### config.mk
export PLATFORM = sky130hd
export DESIGN_NAME = player_input_decoder
export DESIGN_NICKNAME = d
export VERILOG_FILES = /design/src/rtl/player_input_decoder.sv
export SDC_FILE = /design/constraint.sdc
export NUM_CORES = 1
export LEC_CHECK = 0
export CAP_MARGIN = 20
export CORE_AREA = 4 4 44 54
export DETAILED_ROUTE_END_ITERATION = 12
export DIE_AREA = 0 0 48 58
export PLACE_DENSITY = 0.92
export SLEW_MARGIN = 20
export SYNTH_ARGS = -nofsm -noshare
export SYNTH_HDL_FRONTEND = slang
export SYNTH_SLANG_ARGS = --single-unit
### constraint.sdc
create_clock -name Clk -period 3.6 [get_ports Clk]
set_input_delay 0.54 -clock Clk [delete_from_list [all_inputs] [get_ports Clk]]
set_output_delay 0.54 -clock Clk [all_outputs]
set_load 0.005 [all_outputs]
### src/rtl/player_input_decoder.sv
// PS/2 scan-code decoder for the player block: tracks WASD/arrow/Space make/break
// state and presents per-frame snapshots of up/down/left/right/shoot.
module player_input_decoder #(
  parameter bit STICKY_SHOOT = 1'b1
) (
  input  logic       Clk,
  input  logic       Reset,
  input  logic [7:0] code,
  input  logic       code_valid,
  input  logic       frame_tick,
  output logic       up,
  output logic       down,
  output logic       left,
  output logic       right,
  output logic       shoot,
  output logic [8:0] keys_held,
  output logic [1:0] dbg_state,
  output logic       dbg_shoot_sticky
);

  // Handshake: code_valid is a one-cycle strobe with no back-pressure; every
  // strobed byte is consumed in the cycle it is presented.
  typedef enum logic [1:0] {IDLE = 2'd0, EXT = 2'd1, BRK = 2'd2, EXT_BRK = 2'd3} state_t;

  state_t     state, state_next;
  logic [8:0] key_set, key_clr;
  logic       shoot_sticky;

  function automatic logic [8:0] normal_map(input logic [7:0] c);
    case (c)
      8'h1D:   return 9'h001;
      8'h1C:   return 9'h002;
      8'h1B:   return 9'h004;
      8'h23:   return 9'h008;
      8'h29:   return 9'h010;
      default: return 9'h000;
    endcase
  endfunction

  function automatic logic [8:0] ext_map(input logic [7:0] c);
    case (c)
      8'h75:   return 9'h020;
      8'h72:   return 9'h040;
      8'h6B:   return 9'h080;
      8'h74:   return 9'h100;
      default: return 9'h000;
    endcase
  endfunction

  always_ff @(posedge Clk or negedge Reset) begin
    if (!Reset) state <= IDLE;
    else        state <= state_next;
  end

  // E0 always restarts an extended sequence; F0 always (re)enters a break state.
  always_comb begin
    state_next = state;
    key_set    = '0;
    key_clr    = '0;
    if (code_valid) begin
      if (code == 8'hE0) begin
        state_next = EXT;
      end else if (code == 8'hF0) begin
        state_next = (state == EXT || state == EXT_BRK) ? EXT_BRK : BRK;
      end else begin
        state_next = IDLE;
        case (state)
          IDLE:    key_set = normal_map(code);
          EXT:     key_set = ext_map(code);
          BRK:     key_clr = normal_map(code);
          EXT_BRK: key_clr = ext_map(code);
          default: ;
        endcase
      end
    end
  end

  always_ff @(posedge Clk or negedge Reset) begin
    if (!Reset) keys_held <= '0;
    else        keys_held <= (keys_held | key_set) & ~key_clr;
  end

  // A Space make in the tick cycle must survive the tick's clear.
  always_ff @(posedge Clk or negedge Reset) begin
    if (!Reset)          shoot_sticky <= 1'b0;
    else if (key_set[4]) shoot_sticky <= 1'b1;
    else if (frame_tick) shoot_sticky <= 1'b0;
  end

  always_ff @(posedge Clk or negedge Reset) begin
    if (!Reset) begin
      up    <= 1'b0;
      down  <= 1'b0;
      left  <= 1'b0;
      right <= 1'b0;
      shoot <= 1'b0;
    end else if (frame_tick) begin
      up    <= keys_held[0] | keys_held[5];
      down  <= keys_held[2] | keys_held[6];
      left  <= keys_held[1] | keys_held[7];
      right <= keys_held[3] | keys_held[8];
      shoot <= keys_held[4] | (STICKY_SHOOT & shoot_sticky);
    end
  end

  assign dbg_state        = state;
  assign dbg_shoot_sticky = shoot_sticky;

endmodule

==> results of run 1 <==
[path summary, 6_finish.rpt]
check / from / end / slack (ns)
setup reg to reg: dbg_state[0]$_DFFE_PN0P_ / keys_held[1]$_DFF_PN0_ / 2.10
min in group asynchronous: Reset / down$_DFFE_PN0P_ / 0.69
setup / recovery: dbg_state[1]$_DFFE_PN0P_ / dbg_state[1] / 1.62
hold / removal: up$_DFFE_PN0P_ / up$_DFFE_PN0P_ / 0.54
max in group asynchronous: Reset / keys_held[4]$_DFF_PN0_ / 2.45
hold reg to reg: up$_DFFE_PN0P_ / up$_DFFE_PN0P_ / 0.54
[power groups by stage]
stage | registers (W) | logic [W] | clock network (W)
3_3_place_gp | 0.000197 | 0.0000370 | 0
6_report | 0.000193 | 0.0000379 | 0.0000971
3_5_place_dp | 0.000197 | 0.0000376 | 0
2_1_floorplan | 0.000197 | 0.0000117 | 0
4_1_cts | 0.000193 | 0.0000379 | 0.000101
5_1_grt | 0.000194 | 0.0000415 | 0.000110
[Yosys cell counts, types with 2 or more instances]
cell / n
inv_1: 13
nor2b_1: 2
nand3_1: 2
nor2_1: 7
nor4_1: 2
clkbuf_1: 2
mux2i_1: 9
a31oi_1: 5
nand4b_1: 5
dfrtp_1: 17
a21oi_1: 2
[per-stage QoR]
| step | area [um^2] | utilization | hold WS, ns | setup slack (ns) |
|---|---|---|---|---|
| 2_1_floorplan | 853 | - | 0.244 | 2.01 |
| 3_3_place_gp | 1150 | 0.629 | 0.525 | 1.47 |
| 3_5_place_dp | 1150 | 0.629 | 0.530 | 1.43 |
| 4_1_cts | 1180 | 0.643 | 0.544 | 1.59 |
| 5_1_grt | 1180 | 0.643 | 0.575 | 1.53 |
| 6_report | 1180 | 0.643 | 0.542 | 1.62 |
[kinds of logic (layout without fill, tap and decap cells)]
| logic type | Yosys count | in the layout | share of synthesized area |
|---|---|---|---|
| muxes | 9 | 9 | 0.106 |
| buffers and inverters | 15 | 45 | 0.0660 |
| DFF | 17 | 17 | 0.499 |
| and+or+nand+nor | 31 | 31 | 0.268 |
| AOI/OAI and AO/OA | 9 | 9 | 0.0616 |
[final cells by class]
cell class	count	area (um^2)	share of cell area
sequential	17	425	0.362
timing repair buffer	28	280	0.238
clock buffer	4	26.3	0.0223
inverter	13	48.8	0.0415
multi-input combinational	49	372	0.316
tap	19	23.8	0.0202
[cell usage in the layout (no fill, tap or decap)]
cell type | Yosys | routed
a21oi_1 | 2 | 2
a31oi_1 | 5 | 5
and3_1 | 1 | 1
and4bb_1 | 1 | 1
clkbuf_1 | 2 | 1
clkbuf_4 | 0 | 3
clkdlybuf4s50_1 | 0 | 28
dfrtp_1 | 17 | 17
inv_1 | 13 | 13
mux2i_1 | 9 | 9
nand2_1 | 1 | 1
nand2b_1 | 1 | 1
nand3_1 | 2 | 2
nand4_1 | 1 | 1
nand4b_1 | 5 | 5
nor2_1 | 7 | 7
nor2b_1 | 2 | 2
nor3_1 | 1 | 1
nor3_2 | 1 | 1
nor3b_1 | 1 | 1
nor4_1 | 2 | 2
nor4_2 | 1 | 1
nor4_4 | 1 | 1
nor4b_1 | 1 | 1
nor4bb_1 | 1 | 1
o21ai_1 | 1 | 1
o22ai_1 | 1 | 1
or4b_4 | 1 | 1
[sequential cells by signal (all words and copies together), names as in the netlist]
signal and flops:
down 1, dbg_state 2, up 1, right 1
left 1, dbg_shoot_sticky 1, keys_held 9, shoot 1
[routing by layer]
layer	routed length (um)	vias up
met2	920	24
met1	793	334
met5	0	-
met3	148	2
met4	27	0
li1	-	353
[worst min-delay path, cell delays in order (launching register included)]
cell and delay (ns):
dfrtp_1 0.39, nor2_1 0.08, a31oi_1 0.04
==> flow_summary.yaml, run 1 <==
clocking:
  cts_buffer_depth: 2
  cts_hold_buffers: 0
  cts_tree: "done"
  insertion_delay_ns: 0.28
  ctsResizeCount: 0
  postCtsSetupBuffers: 0
  cts-root-buf: "clkbuf_4"
  htreeDepth: 1
  clkSlewWorstSetupHoldPaths_ns: 0.10
  cts_buffers: 3
  clock_sinks: 17
synthesis:
  async_flop_share: 1.00
  synthDistinctLibCells: 26
  ys_seq_elements: 17
  ys.flop_type: "dfrtp_1"
  synth_top_area_frac: 0.499
  ys_seq_area_frac: 0.499
  synth_edf_count: 0
  syn-cell-area_um2: 853
  syn-num-nets: 93
  syn_avg_cell_area_um2: 10.5
  synth_top_area_cell: "dfrtp_1"
  synthCells: 81
  yosys_warnings: 0
  synth_area_leaders: "dfrtp_1 (50%), mux2i_1 (11%), inv_1 (5.7%), nand4b_1 (5.1%), a31oi_1 (3.7%)"
drt:
  dr.pass1.iters: 5
  drc: 0
  vias_per_cell: 5.48
  num_vias: 713
  postRouteAntennaNets: 0
  wl_mm: 1.89
  post_drt_wl_per_cell_um: 14.5
  drt-initial-drc-count: 18
cells_and_area:
  area_growth_pct: 37.8
  drive_above_1_share: 0.0631
  final_cell_count_no_fill: 130
  n_antenna_cell: 0
  nets: 124
  fillerInstances: 143
floorplan:
  die-area_um2: 2780
  start_util: 0.466
  num_rows: 17
  fp.dieH_um: 58
  die-width_um: 48
  ios: 29
  core_area_um2: 1830
grt:
  busiest_layer: "met2"
  grt_overflow_total: 0
  grt_usage: 0.154
  use_met2: 0.238
  grt_pass1_vias: 698
  met1_usage: 0.205
  grt_first_pass_wirelength_mm: 3.12
  use_met3: 0.0248
  antenna_found_initial: 0
  grt_max_degree: 18
pwr:
  pwr-share-seq: 0.589
  power.density_nw_per_um2: 279
  p_clk_frac: 0.296
  power_w: 0.000328
  switching_power_w: 0.0000757
  power.share.switching: 0.231
  internal-power_w: 0.000253
  ir_drop_v: 0.000146
  p_leak_nw: 0.484
  p_comb_frac: 0.116
sta:
  rsz0062_at_grt: "false"
  slew_headroom: 0.512
  hold_viol: 0
  setup_tns_ns: 0
  max_freq_ghz: 0.505
  fin_crit_ns: 1.98
  finalCritPeriodShare: 0.550
  tightest_slew_ns: 0.730
  finClkSkew_ns: 0.00721
  timing.final.max_slew_violations: 0
  finalSetupViolations: 0
worst_setup_path:
  worstPathArrival_ns: 1.44
  cp-start-kind: "register"
  required_ns: 3.06
  crit_family: "flip-flops"
  r2r_cells: 3
  slowest_stage: "dfrtp_1"
  cp.depth: 1
  path_buf_inv: 1
  crit_chain: "clkdlybuf4s50_1"
  crit_type: "register to primary output"
  end_kind: "primary output"
  critPathMaxStageDelay_ns: 0.58
  cp_max_fo: 12
place:
  placed_cells: 126
  routabilityCongestion: 0.876
  hpwlAfterDp_mm: 1.47
  port_buffers: 28
hold_path:
  whs_path_depth: 2
  hp-class: "register to register"
run:
  maxCapViolations: 0
status:
  status: "finished clean"
No activity file was read; power rests on OpenSTA's default activity.
==> inputs of run 2 (changes only) <==
--- a/config.mk
+++ b/config.mk
@@ -6,10 +6,10 @@
 export NUM_CORES = 1
 export LEC_CHECK = 0
 export CAP_MARGIN = 20
-export CORE_AREA = 4 4 44 54
+export CORE_AREA = 4 4 46 56
 export DETAILED_ROUTE_END_ITERATION = 12
-export DIE_AREA = 0 0 48 58
-export PLACE_DENSITY = 0.92
+export DIE_AREA = 0 0 50 60
+export PLACE_DENSITY = 0.86
 export SLEW_MARGIN = 20
 export SYNTH_ARGS = -nofsm -noshare
 export SYNTH_HDL_FRONTEND = slang
==> constraint.sdc (replaced) <==
create_clock -name Clk -period 2 [get_ports Clk]
set_input_delay 0.3 -clock Clk [delete_from_list [all_inputs] [get_ports Clk]]
set_output_delay 0.3 -clock Clk [all_outputs]
set_load 0.005 [all_outputs]
==> run 2 against run 1 <==
Against the previous run: sequential share of layout area decreased by 1.1 points; global-route usage shrank 0.56 points; register-to-register slack got worse by 1.6 ns; sequential power grew 80%; largest power group unchanged; setup slack got worse by 1.2 ns; first-iteration DRC count shrank 33%.
==> flow_summary.yaml, run 2 (synthesis results as in run 1) <==
status:
  status: "finished clean"
floorplan:
  core_area_um2: 2050
  num_rows: 18
  ios: 29
  fp.dieH_um: 60
  start_util: 0.416
  die-width_um: 50
  die-area_um2: 3000
sta:
  rsz0062_at_grt: "false"
  finalCritPeriodShare: 0.796
  hold_viol: 0
  timing.final.max_slew_violations: 0
  fin_crit_ns: 1.59
  finClkSkew_ns: 0.000486
  slew_headroom: 0.715
  tightest_slew_ns: 0.422
  finalSetupViolations: 0
  max_freq_ghz: 0.628
  setup_tns_ns: 0
grt:
  grt_usage: 0.149
  grt_first_pass_wirelength_mm: 3.37
  grt_overflow_total: 0
  grt_max_degree: 18
  antenna_found_initial: 0
  grt_pass1_vias: 797
worst_setup_path:
  rrSetupSlack_ns: 0.48
  r2r_cells: 3
  end_kind: "primary output"
  cp-start-kind: "register"
  path_buf_inv: 1
  slowest_stage: "clkdlybuf4s50_1"
  cp_max_fo: 6
  crit_type: "register to primary output"
  required_ns: 1.70
  rr_startpoint: "dbg_state[0]$_DFFE_PN0P_"
  crit_chain: "clkdlybuf4s50_1"
  crit_family: "buffers and inverters"
  critPathMaxStageDelay_ns: 0.54
  worstReg2RegEnd: "keys_held[1]$_DFF_PN0_"
  cp.depth: 1
  worstPathArrival_ns: 1.29
clocking:
  insertion_delay_ns: 0.29
  htreeDepth: 1
  cts_hold_buffers: 0
  cts-root-buf: "clkbuf_4"
  cts_buffers: 3
  ctsResizeCount: 0
  postCtsSetupBuffers: 0
  clkSlewWorstSetupHoldPaths_ns: 0.09
  cts_buffer_depth: 2
  clock_sinks: 17
  cts_tree: "done"
cells_and_area:
  area_growth_pct: 42.1
  layout_commonest_cell: "clkdlybuf4s50_1"
  nets: 127
  largest-register: "keys_held"
  fillerInstances: 174
  final_area_um2: 1210
  n_antenna_cell: 0
  final_cell_mix: "clkdlybuf4s50_1 (28), dfrtp_1 (17), inv_1 (13), mux2i_1 (9), nor2_1 (7)"
  drive_above_1_share: 0.0877
  largest_register_ff_count: 9
drt:
  post_drt_wl_per_cell_um: 13.4
  num_vias: 732
  wl_mm: 1.93
  vias_per_cell: 5.08
  drc: 0
  drt-initial-drc-count: 12
  postRouteAntennaNets: 0
  dr.pass1.iters: 4
place:
  hpwlAfterDp_mm: 1.55
  port_buffers: 28
  detailed_place.area_um2: 1190
  routabilityCongestion: 0.874
hold_path:
  hp-class: "input port to asynchronous set/reset pin"
run:
  maxCapViolations: 0
pwr:
  ir_drop_v: 0.000326
  power.density_nw_per_um2: 495
  p_leak_nw: 0.499
==> run 2: final cells by class <==
type / count / area, um^2 / area share
clock buffer: 4 / 26.3 / 0.0217
inverter: 13 / 48.8 / 0.0402
multi-input combinational: 49 / 372 / 0.307
timing repair buffer: 31 / 303 / 0.250
sequential: 17 / 425 / 0.351
tap: 30 / 37.5 / 0.0310
==> run 2: metrics by stage <==
stage               utilization  hold slack (ns)  total power (W)  setup slack [ns]  std cells
detailed placement        0.579            0.532         0.000427             0.105        140
global placement          0.579            0.524         0.000424             0.157        140
floorplan                     -          0.00441         0.000375             0.568         81
CTS                       0.592            0.336         0.000606             0.404        144
finish                    0.592            0.329         0.000600             0.408        144
global route              0.592            0.359         0.000621             0.356        144
==> run 2: per-layer routing <==
layer | vias to the layer above | global-route usage | routed length [um]
met5 | - | 0 | 0
met4 | 0 | 0.0593 | 26
met3 | 3 | 0.0299 | 101
met2 | 24 | 0.274 | 1000
met1 | 351 | 0.166 | 803
li1 | 354 | - | -
==> run 2: how the worst max path moves through the flow <==
stage	start	to
2_1_floorplan	dbg_state[0]$_DFFE_PN0P_	keys_held[1]$_DFF_PN0_
6_report	dbg_state[0]$_DFFE_PN0P_	dbg_state[0]
5_1_grt	code_valid	keys_held[7]$_DFF_PN0_
3_3_place_gp	code[6]	keys_held[1]$_DFF_PN0_
3_5_place_dp	code[6]	keys_held[1]$_DFF_PN0_
4_1_cts	dbg_state[0]$_DFFE_PN0P_	dbg_state[0]
==> run 2: report_power, final <==
part	total, W	internal (W)	switching (W)
registers	0.000348	0.000345	0.00000267
clock network	0.000180	0.0000776	0.000102
logic	0.0000723	0.0000352	0.0000371
